--- config.mk ---
export PLATFORM = sky130hd
export DESIGN_NAME = ifetch_queue
export DESIGN_NICKNAME = d
export VERILOG_FILES = /design/src/rtl/ifetch_queue_pkg.sv /design/src/rtl/ifq_fifo.sv /design/src/rtl/ifetch_queue.sv
export SDC_FILE = /design/constraint.sdc
export NUM_CORES = 1
export LEC_CHECK = 0
export CAP_MARGIN = 10
export CORE_MARGIN = 2
export CORE_UTILIZATION = 50
export CTS_CLUSTER_DIAMETER = 150
export DETAILED_ROUTE_END_ITERATION = 12
export HOLD_SLACK_MARGIN = 0.03
export MAX_ROUTING_LAYER = met4
export PLACE_DENSITY = 0.74
export SLEW_MARGIN = 15
export SYNTH_ARGS = -nofsm -noshare
export SYNTH_HDL_FRONTEND = slang
export SYNTH_HIERARCHICAL = 1
export SYNTH_SLANG_ARGS = --single-unit
--- constraint.sdc ---
create_clock -name clk -period 5.93 [get_ports clk]
set_clock_uncertainty 0.15 [all_clocks]
set_input_delay 1.186 -clock clk [delete_from_list [all_inputs] [get_ports clk]]
set_output_delay 1.186 -clock clk [all_outputs]
set_load 0.01 [all_outputs]
--- src/rtl/ifetch_queue_pkg.sv ---
// ifetch_queue_pkg: shared fetch-queue defines, data width, default depth and FSM state type.
`ifndef IFQ_DEFINES
`define IFQ_DEFINES
`define FULLW 32
`define IFQ_DEPTH 4
`define IFQ_IDLE 2'd0
`define IFQ_WAIT 2'd1
`define IFQ_DROP 2'd2
`endif

package ifetch_queue_pkg;
   localparam int FULLW = `FULLW;
   localparam int DEPTH_DEF = `IFQ_DEPTH;
   typedef enum logic [1:0] {
      IDLE = `IFQ_IDLE,
      WAIT = `IFQ_WAIT,
      DROP = `IFQ_DROP
   } state_t;
endpackage

--- src/rtl/ifq_fifo.sv ---
// ifq_fifo: power-of-two FIFO of {addr, instr} entries with flush and zeroed head when empty.
module ifq_fifo
   import ifetch_queue_pkg::*;
#(
   parameter int DEPTH = DEPTH_DEF,
   parameter int W = 2 * FULLW
) (
   input  logic                     clk,
   input  logic                     reset_n,
   input  logic                     push,
   input  logic                     pop,
   input  logic                     flush,
   input  logic [W-1:0]             din,
   output logic [$clog2(DEPTH):0]   count,
   output logic [W-1:0]             dout
);
   localparam int AW = $clog2(DEPTH);
   localparam int CW = AW + 1;
   logic [W-1:0] mem [DEPTH];
   logic [AW-1:0] wr_ptr, rd_ptr;
   logic do_push, do_pop;
   assign do_pop = reset_n && pop && !flush && count != '0;
   assign do_push = reset_n && push && !flush && (count != CW'(DEPTH) || do_pop);
   assign dout = count != '0 ? mem[rd_ptr] : '0;
   always_ff @(posedge clk) begin
      if (!reset_n || flush) begin
         wr_ptr <= '0;
         rd_ptr <= '0;
         count  <= '0;
      end else begin
         if (do_push) wr_ptr <= wr_ptr + 1'b1;
         if (do_pop) rd_ptr <= rd_ptr + 1'b1;
         count <= count + CW'(do_push) - CW'(do_pop);
      end
   end
   always_ff @(posedge clk) begin
      if (do_push) mem[wr_ptr] <= din;
   end
endmodule

--- src/rtl/ifetch_queue.sv ---
// ifetch_queue: single-outstanding instruction fetcher feeding a FIFO toward decode.
module ifetch_queue
   import ifetch_queue_pkg::*;
#(
   parameter int DEPTH = DEPTH_DEF
) (
   input  logic             clk,
   input  logic             reset_n,
   input  logic [FULLW-1:0] pc_addr,
   output logic             pc_en,
   input  logic             flush,
   output logic             imem_req,
   output logic [FULLW-1:0] imem_addr,
   input  logic             imem_rvalid,
   input  logic [FULLW-1:0] imem_rdata,
   output logic             out_valid,
   output logic [FULLW-1:0] out_instr,
   output logic [FULLW-1:0] out_addr,
   input  logic             out_ready
);
   localparam int CW = $clog2(DEPTH) + 1;
   state_t state, state_nx;
   logic [FULLW-1:0] tag;
   logic [CW-1:0] count;
   logic [2*FULLW-1:0] head;
   logic issue, push, pop;
   // Issue only from IDLE, so a full FIFO can never receive an extra response.
   always_comb begin
      issue = reset_n && state == IDLE && !flush && count < CW'(DEPTH);
      push = state == WAIT && imem_rvalid && !flush;
      out_valid = reset_n && count != '0;
      pop = out_valid && out_ready && !flush;
      state_nx = state == IDLE ? (issue ? WAIT : IDLE)
               : state == WAIT ? (imem_rvalid ? IDLE : flush ? DROP : WAIT)
               : (imem_rvalid ? IDLE : DROP);
   end
   assign pc_en = issue;
   assign imem_req = issue;
   assign imem_addr = pc_addr;
   assign out_addr = head[2*FULLW-1:FULLW];
   assign out_instr = head[FULLW-1:0];
   always_ff @(posedge clk) begin
      if (!reset_n) begin
         state <= IDLE;
         tag   <= '0;
      end else begin
         state <= state_nx;
         if (issue) tag <= pc_addr;
      end
   end
   ifq_fifo #(.DEPTH(DEPTH), .W(2 * FULLW)) u_fifo (
      .clk     (clk),
      .reset_n (reset_n),
      .push    (push),
      .pop     (pop),
      .flush   (flush),
      .din     ({tag, imem_rdata}),
      .count   (count),
      .dout    (head)
   );
endmodule

=== Yosys cells after proc, flatten, opt, wreduce, memory -nomap -nowiden ===
Memory sizes are Yosys's and may differ from the RTL's. A register that Yosys moved wholly into a read port is not among the register bits.
Index checks and enable logic that the tools add are counted.
Widths: inputs -> output; s select.

* Bits in registers: 41
* Bits in writable memories: 256
* Input port bits: 69
* Output and inout bits: 99
* Word-level logic and storage cells: 44
* Memories: 1

* $add $sub $neg: 4
* Order comparisons: 1
* Equality and inequality tests: 2
* Muxes and demuxes: 11
* Reduce and logical (&&, ||, !) cells: 20

{| class="wikitable"
|+ Memories
! memory !! words !! width !! rd ports !! clocked after Yosys merged registers in !! write ports !! line !! RTL
|-
| u_fifo.mem || 4 || 64 || 1 || 1 || 1 || ifq_fifo.sv:19 || <nowiki>logic [W-1:0] mem [DEPTH];</nowiki>
|}

{| class="wikitable"
|+ Operators with widths
! cell !! number
|-
| $mux 64 || 1
|-
| $logic_and 1x1->1 || 14
|-
| $mux 2 || 7
|-
| $add 2x1->2 const B || 2
|-
| $add 3x1->3 || 1
|-
| $lt 3x3->1 const B || 1
|-
| $mux 1 || 3
|-
| $ne 3x3->1 const B || 1
|-
| $reduce_bool 3->1 || 1
|-
| $sub 3x1->3 || 1
|-
| $eq 2x1->1 const B || 1
|-
| $logic_not 1->1 || 2
|-
| $logic_not 2->1 || 1
|-
| $logic_or 1x1->1 || 2
|}

=== Depth between registers and ports, before layout ===
Gate-level depths: netlist (run 1).

* Word-level depth: 11
* Mapped depth: 13

=== By module ===
The synthesis (run 1) kept the hierarchy.

{| class="wikitable"
|+ Modules (own cells, without submodules)
! module !! instances !! cells each !! area each (sq um) !! sequential area each (sq um)
|-
| ifq_fifo || 1 || 458 || 10142.2 || 7867.5
|-
| ifetch_queue || 1 || 120 || 1396.3 || 680.7
|}

=== Least setup slack after synthesis (run 1) ===
OpenSTA, ideal clock, no wires.

* Kind: input to register
* Start point: input port reset_n
* End point: memory u_fifo/mem[0][0] (netlist name), enable pin
* Library setup time: 0.429 ns
* Data arrival time: 3.482 ns
* Required time: 5.351 ns
* Slack: 1.869 ns
* Cell stages on the path: 5
* Path buffers: 0
* Cells stage by stage: o31a_1 and3b_2 nor4b_1 nor3_1 and2_1

* Longest elaborated chain between the ends: 10
* Elaborated cells on any way between the ends: 12

{| class="wikitable"
|+ RTL lines
! element !! line !! RTL
|-
| start: declaration || ifetch_queue.sv:8 || <nowiki>input logic reset_n,</nowiki>
|-
| $logic_and 1x1->1 || ifetch_queue.sv:31 || <nowiki>out_valid = reset_n && count != '0;</nowiki>
|-
| $logic_and 1x1->1 (2 in a row) || ifetch_queue.sv:32 || <nowiki>pop = out_valid && out_ready && !flush;</nowiki>
|-
| named net pop || ifetch_queue.sv:26 || <nowiki>logic issue, push, pop;</nowiki>
|-
| $logic_and 1x1->1 (3 in a row) || ifq_fifo.sv:22 || <nowiki>assign do_pop = reset_n && pop && !flush && count != '0;</nowiki>
|-
| $logic_or 1x1->1 || ifq_fifo.sv:23 || <nowiki>assign do_push = reset_n && push && !flush && (count != CW'(DEPTH) || do_pop);</nowiki>
|-
| $logic_and 1x1->1 || ifq_fifo.sv:23 ||
|-
| $mux 1 || ifq_fifo.sv:37 || <nowiki>if (do_push) mem[wr_ptr] <= din;</nowiki>
|-
| $mux 1 (not written as such) || ifq_fifo.sv:37 ||
|-
| end: declaration || ifq_fifo.sv:19 ||
|}

The timed path passes the listed nets, and every way through them passes these cells.

==> results.md, run 1 <==
* Die Ht at 155.9 microns
* Root buffer cell: clkbuf_16
* ANT nets after route at 0
* Final Util at 0.6296
* Placement Setup Slack at 1.350 ns
* DRC viols at 0
* Pin count of the biggest net entering global routing at 67
* Fillers at 1563
* Setup TNS at 0 ns
* PwrDens at 310.0 nW/um^2
* Area share of the largest cell type after synthesis at 0.6662
* CP Capture Type: output port
* Seq cells post-synth at 299
* Via count of the first global-routing pass at 6099
* RePlAce Congestion at 0.7105
* Clock latency at the later pin of the worst-skew pair at 0.52 ns
* Synth top area cells: edfxtp_1, mux4_2, dfxtp_1, nor2b_1, a32o_1
* GRT Total Usage at 0.1870
* Drt first pass iters at 5
* DRT iter0 DRCs at 358
* Clock sinks at 299
* Mapped Area at 11540 sq um
* Final Setup Violations at 0
* # diodes at 0
* Setup Crit Path Kind: flop to output port
* Layout cells sized above 1 at 0.1784
* I/O pin count at 168
* Synth Area per Inst at 19.96 sq um
* Final WL at 21820 microns
* DR WL met2 at 11090 microns
* Num CTS Buffers at 29
* Seq/Total Area, Yosys at 0.7408
* Worst EP arrival at 3.02 ns
* H-Tree Depth at 1
* Max-slew violation count at 0
* Slew @ Worst Pin at 1.038 ns
* Clock power share at 0.445
* Layout Nets at 794
* DP Wirelength at 12260 microns
* Max_slew headroom at 0.3081
* Vias post-DR at 5690
* Status: finished clean
* P&R area growth vs syn at 23.54%
* Switching Share at 0.1863
* Initial antenna violation count at 0
* Final Hold Vio Count at 0
* I/O Buffers at 167
* Average wire per standard cell at 21.29 microns
* Reg clk slew, reported paths at 0.06 ns
* Element type at the critical path start: flop
* R2r endpoint: u_fifo/count[2]
* Rows at 55
* Met3 Routed Length at 1265 microns
* Sw power at 823.2 uW
* Core Region at 22640 sq um
* DR top layer: met4
* Max-Cap Viols at 0
* Internal power at 3596 uW
* Leading area contributor after synthesis: edfxtp_1
* Number of vias per cell at 5.551
* CTS tree: built
* Reg power frac at 0.525
* Mapped Cells at 578
* Die ar. at 24310 sq um
* Maximum vdd drop at 157.8 uV
* Leak Pwr at 0.004490 uW
* R2R Setup Slk at 2.37 ns
* Chip Width at 155.9 microns
* # Post-CTS Setup Buffers at 0
* Crit Reg-Reg Startpoint: u_fifo/count[2]
* FF-to-FF path depth at 13
* Worst setup path endpoint: out_addr[13]
* Period utilization at 0.7339
* RSZ-0062 raised after global routing: false
* Max Fanout on Critical Path at 31
* Synth Warn # at 6
* GRT overflow at 0
* Worst endpoint required time at 4.59 ns
* Synthesized net count at 654
* Cts repair resizes at 0
* PnR worst setup slack at 1.578 ns
* Worst Hold Class: flop to flop
* Clock tree buffer depth at 3
* Routed length on met1 at 9179 microns
* # hold bufs at CTS at 0
* Tmin final at 4.352 ns
* Starting Density at 0.5096
* First-pass GRT wire length at 33780 microns
* Fmax at 229.8 MHz
* Logic pwr share at 0.031
* Cell variety after synth at 32
power by group through the flow:
| stage | Sequential (uW) | Clock, uW | Combinational (uW) |
|---|---|---|---|
| 2_1_floorplan | 2360 | 0 | 58.3 |
| 3_3_place_gp | 2360 | 0 | 133 |
| 3_5_place_dp | 2360 | 0 | 137 |
| 4_1_cts | 2320 | 2010 | 138 |
| 5_1_grt | 2320 | 2100 | 145 |
| 6_report | 2320 | 1960 | 136 |
state kept, by name, indices dropped and copies added (netlist names), named ones only:
register	count
u_fifo/rd_ptr	2
tag	32
u_fifo/count	3
state	2
u_fifo/mem	256
u_fifo/wr_ptr	2
worst max-delay path, cell delays in order (launching register included):
cell             delay (ns)
dfxtp_4                0.78
buf_4                  0.48
mux4_2                 0.54
nor2b_1                0.15
clkdlybuf4s50_1        0.53
layout make-up:
type,count,area [sq um],area share
clock buffers,34,828.3,0.05811
clock inverters,19,235.2,0.01650
inverters,7,26.28,0.001843
multi-input cells,208,2536,0.1779
flip-flops and latches,299,8556,0.6002
well taps,285,356.6,0.02502
repair buffers,173,1717,0.1204
synth_stat cells:
cell	count
edfxtp_1	256
mux4_2	64
nor2b_1	64
dfxtp_1	43
buf_4	33
a32o_1	32
buf_2	10
buf_6	10
clkbuf_1	10
inv_1	7
nor2_1	7
and2_1	6
ha_1	6
a21oi_1	4
nor3_1	3
o21ai_0	3
nand2_1	2
nand2b_1	2
or3_1	2
xor2_1	2
and3_1	1
and3b_2	1
clkbuf_2	1
fa_1	1
nand3b_1	1
nor3_2	1
nor3b_1	1
nor3b_2	1
nor4b_1	1
o31a_1	1
o31ai_1	1
o41a_1	1
per-layer routing:
layer  track usage  vias to the layer above
met3       0.03000                       27
met5             -                        -
met1        0.2466                     2916
li1              -                     2567
met2        0.3118                      180
met4       0.04194                        0
layout by cell type, fill, tap and decap left out, types with 3 or more instances in the layout:
cell type / count
clkbuf_16: 32
dfxtp_1: 41
edfxtp_1: 256
mux4_2: 64
clkinv_2: 8
o21ai_0: 3
nor2b_1: 64
ha_1: 6
bufinv_16: 5
and2_4: 4
nor2_1: 6
nor3_1: 3
buf_4: 6
a32o_1: 32
a21oi_1: 4
clkdlybuf4s50_1: 167
inv_1: 7
stage by stage:
| stage | hold slack, ns | instance area (sq um) | total power [uW] | std cells |
|---|---|---|---|---|
| after CTS | 0.3427 | 14250 | 4464 | 1025 |
| after global placement | 0.3173 | 13190 | 2492 | 972 |
| final | 0.3422 | 14250 | 4419 | 1025 |
| after detailed placement | 0.3312 | 13190 | 2500 | 972 |
| after global routing | 0.3617 | 14250 | 4562 | 1025 |
| after floorplan | 0.3091 | 11540 | 2416 | 578 |
worst min-delay path by stage:
stage	cells after the start	endpoint	startpoint	slack, ns
2_1_floorplan	2	flop	u_fifo/rd_ptr[1]	0.31
3_3_place_gp	0	u_fifo/mem[1][51]	tag[19]	0.32
3_5_place_dp	2	flop	u_fifo/rd_ptr[1]	0.33
4_1_cts	2	flop	u_fifo/rd_ptr[1]	0.34
5_1_grt	2	flop	u_fifo/rd_ptr[1]	0.36
6_report	2	flop	u_fifo/rd_ptr[1]	0.34
cells by family (layout without fill, tap and decap cells):
kind of cell	count (synthesis)	in the layout	synth area share
DFF	299	299	0.7408
buffers and inverters	71	233	0.04153
AOI/OAI and AO/OA	42	42	0.03318
xor gates and xnor gates	2	2	0.001518
muxes	64	64	0.1249
adders and majority gates	7	7	0.008241
and+or+nand+nor	93	93	0.04977
(Power assumes the default switching activity.)
==> run 2, diff against run 1 <==
CORE_UTILIZATION = 49   (was 50)
PLACE_DENSITY = 0.76   (was 0.74)
clock period = 4 ns   (was 5.93 ns; I/O delays follow)
==> results.md, run 2 (synthesized netlist as in run 1, its figures left out) <==
* Status: finished clean
* ANT nets after route at 0
* Cts repair resizes at 0
* CP Capture Type: output port
* Clock tree buffer depth at 3
* Setup TNS at 0 ns
* P&R area growth vs syn at 24.37%
* RSZ-0062 raised after global routing: false
* Worst Hold Class: flop to flop
* Commonest non-fill, non-tap cells in the layout: edfxtp_1, clkdlybuf4s50_1, mux4_2, nor2b_1, dfxtp_1
* Die ar. at 24790 sq um
* # Post-CTS Setup Buffers at 0
* Number of vias per cell at 5.404
* Final WL at 22390 microns
* Max-Cap Viols at 0
* Register bank with the most flops: u_fifo/mem
* DRC viols at 0
* Core Region at 23260 sq um
* R2R Setup Slk at 0.84 ns
* Layout Nets at 809
* Layout cells sized above 1 at 0.1828
* Slowest stage delay, CP at 0.64 ns
* Average wire per standard cell at 20.85 microns
* PwrDens at 429.7 nW/um^2
* # diodes at 0
* Slew @ Worst Pin at 0.7543 ns
* DP Wirelength at 14370 microns
* CTS tree: built
* Pin count of the biggest net entering global routing at 52
* H-Tree Depth at 1
* Root buffer cell: clkbuf_16
* First-pass GRT wire length at 34090 microns
* GRT Total Usage at 0.1871
* Rows at 56
* Slowest cell on crit path: dfxtp_4
* Die Ht at 157.5 microns
* RePlAce Congestion at 0.8659
* Leak Pwr at 0.004504 uW
* R2r endpoint: u_fifo/count[2]
* Max_slew headroom at 0.4972
* Final Setup Violations at 0
* I/O pin count at 168
* Final Hold Vio Count at 0
* Drt first pass iters at 5
* Hold_sp: tag[14]
* Top Registers: u_fifo/mem x256, tag x32, u_fifo/count x3
* Initial antenna violation count at 0
* Max reg flops at 256
* Crit Reg-Reg Startpoint: u_fifo/count[2]
* Final instance area at 14350 sq um
* Hold Crit Depth at 0
* Worst EP arrival at 2.68 ns
* Clock sinks at 299
* Vias post-DR at 5804
* Maximum vdd drop at 275.3 uV
* Setup Crit Path Kind: flop to output port
* Commonest non-fill, non-tap cell in the layout: edfxtp_1
* Tmin final at 3.634 ns
* DRT iter0 DRCs at 344
* FF-to-FF path depth at 13
* GRT overflow at 0
* Max Fanout on Critical Path at 25
* Chip Width at 157.5 microns
* I/O Buffers at 167
* Fmax at 275.2 MHz
* Worst endpoint required time at 3.05 ns
* Reg clk slew, reported paths at 0.06 ns
* Num CTS Buffers at 28
* Critical path cell sequence: buf_12 > mux4_2 > nor2b_1 > clkdlybuf4s50_1
* WHS Endpoint: u_fifo/mem[1][46]
* Fillers at 1651
* Starting Density at 0.4960
* Max-slew violation count at 0
* Via count of the first global-routing pass at 6016
* # hold bufs at CTS at 0
* Area after DPL at 13450 sq um
* Element type at the critical path start: flop
* Clock latency at the later pin of the worst-skew pair at 0.52 ns
* Period utilization at 0.9084
## run 2: power breakdown
group	leakage, uW	internal (uW)	switching [uW]
clock	0.000433	1470	1060
combinational	0.00140	119	86.8
sequential	0.00267	3410	28.1
## run 2: per-layer routing
| layer | up-vias | global-route usage | share of wire |
|---|---|---|---|
| li1 | 2597 | - | - |
| met1 | 2963 | 0.2510 | 0.42 |
| met2 | 215 | 0.3080 | 0.50 |
| met3 | 29 | 0.03084 | 0.068 |
| met4 | 0 | 0.03680 | 0.013 |
| met5 | - | - | 0 |
## run 2: how the worst max path moves through the flow
| stage | from | endpoint | slack [ns] | depth (start not counted) |
|---|---|---|---|---|
| CTS | flop | out_addr[0] | 0.29 | 4 |
| floorplan | reset_n | u_fifo/mem[0][0] | 0.33 | 5 |
| global route | flop | out_addr[27] | 0.18 | 4 |
| detailed placement | reset_n | u_fifo/count[2] | 0.18 | 14 |
| global placement | flush | u_fifo/count[2] | 0.36 | 13 |
| finish | flop | out_instr[4] | 0.37 | 4 |
## run 2: cell type report
type	instances	area [sq um]	share of cell area
clock inverters	11	85.08	0.005929
inverters	7	26.28	0.001831
clock buffers	41	810.8	0.05650
well taps	319	399.1	0.02781
multi-input cells	208	2536	0.1767
flip-flops and latches	299	8556	0.5962
repair buffers	189	1937	0.1350
## run 2: critical path, delay by kind of cell, from the launching register on
kind	cells	cell delay [ns]
buffers and inverters	2	0.81
DFF	1	0.64
muxes	1	0.54
and+or+nand+nor	1	0.16
## run 2: metrics by stage
step	total power [uW]	std cells	setup slack, ns	utilization	hold slack (ns)
CTS	6216	1074	0.2910	0.6169	0.3524
global placement	3701	1022	0.3593	0.5784	0.3124
finish	6166	1074	0.3664	0.6169	0.3465
detailed placement	3711	1022	0.1828	0.5784	0.3397
floorplan	3581	578	0.3252	-	0.3091
global route	6352	1074	0.1841	0.6169	0.3706
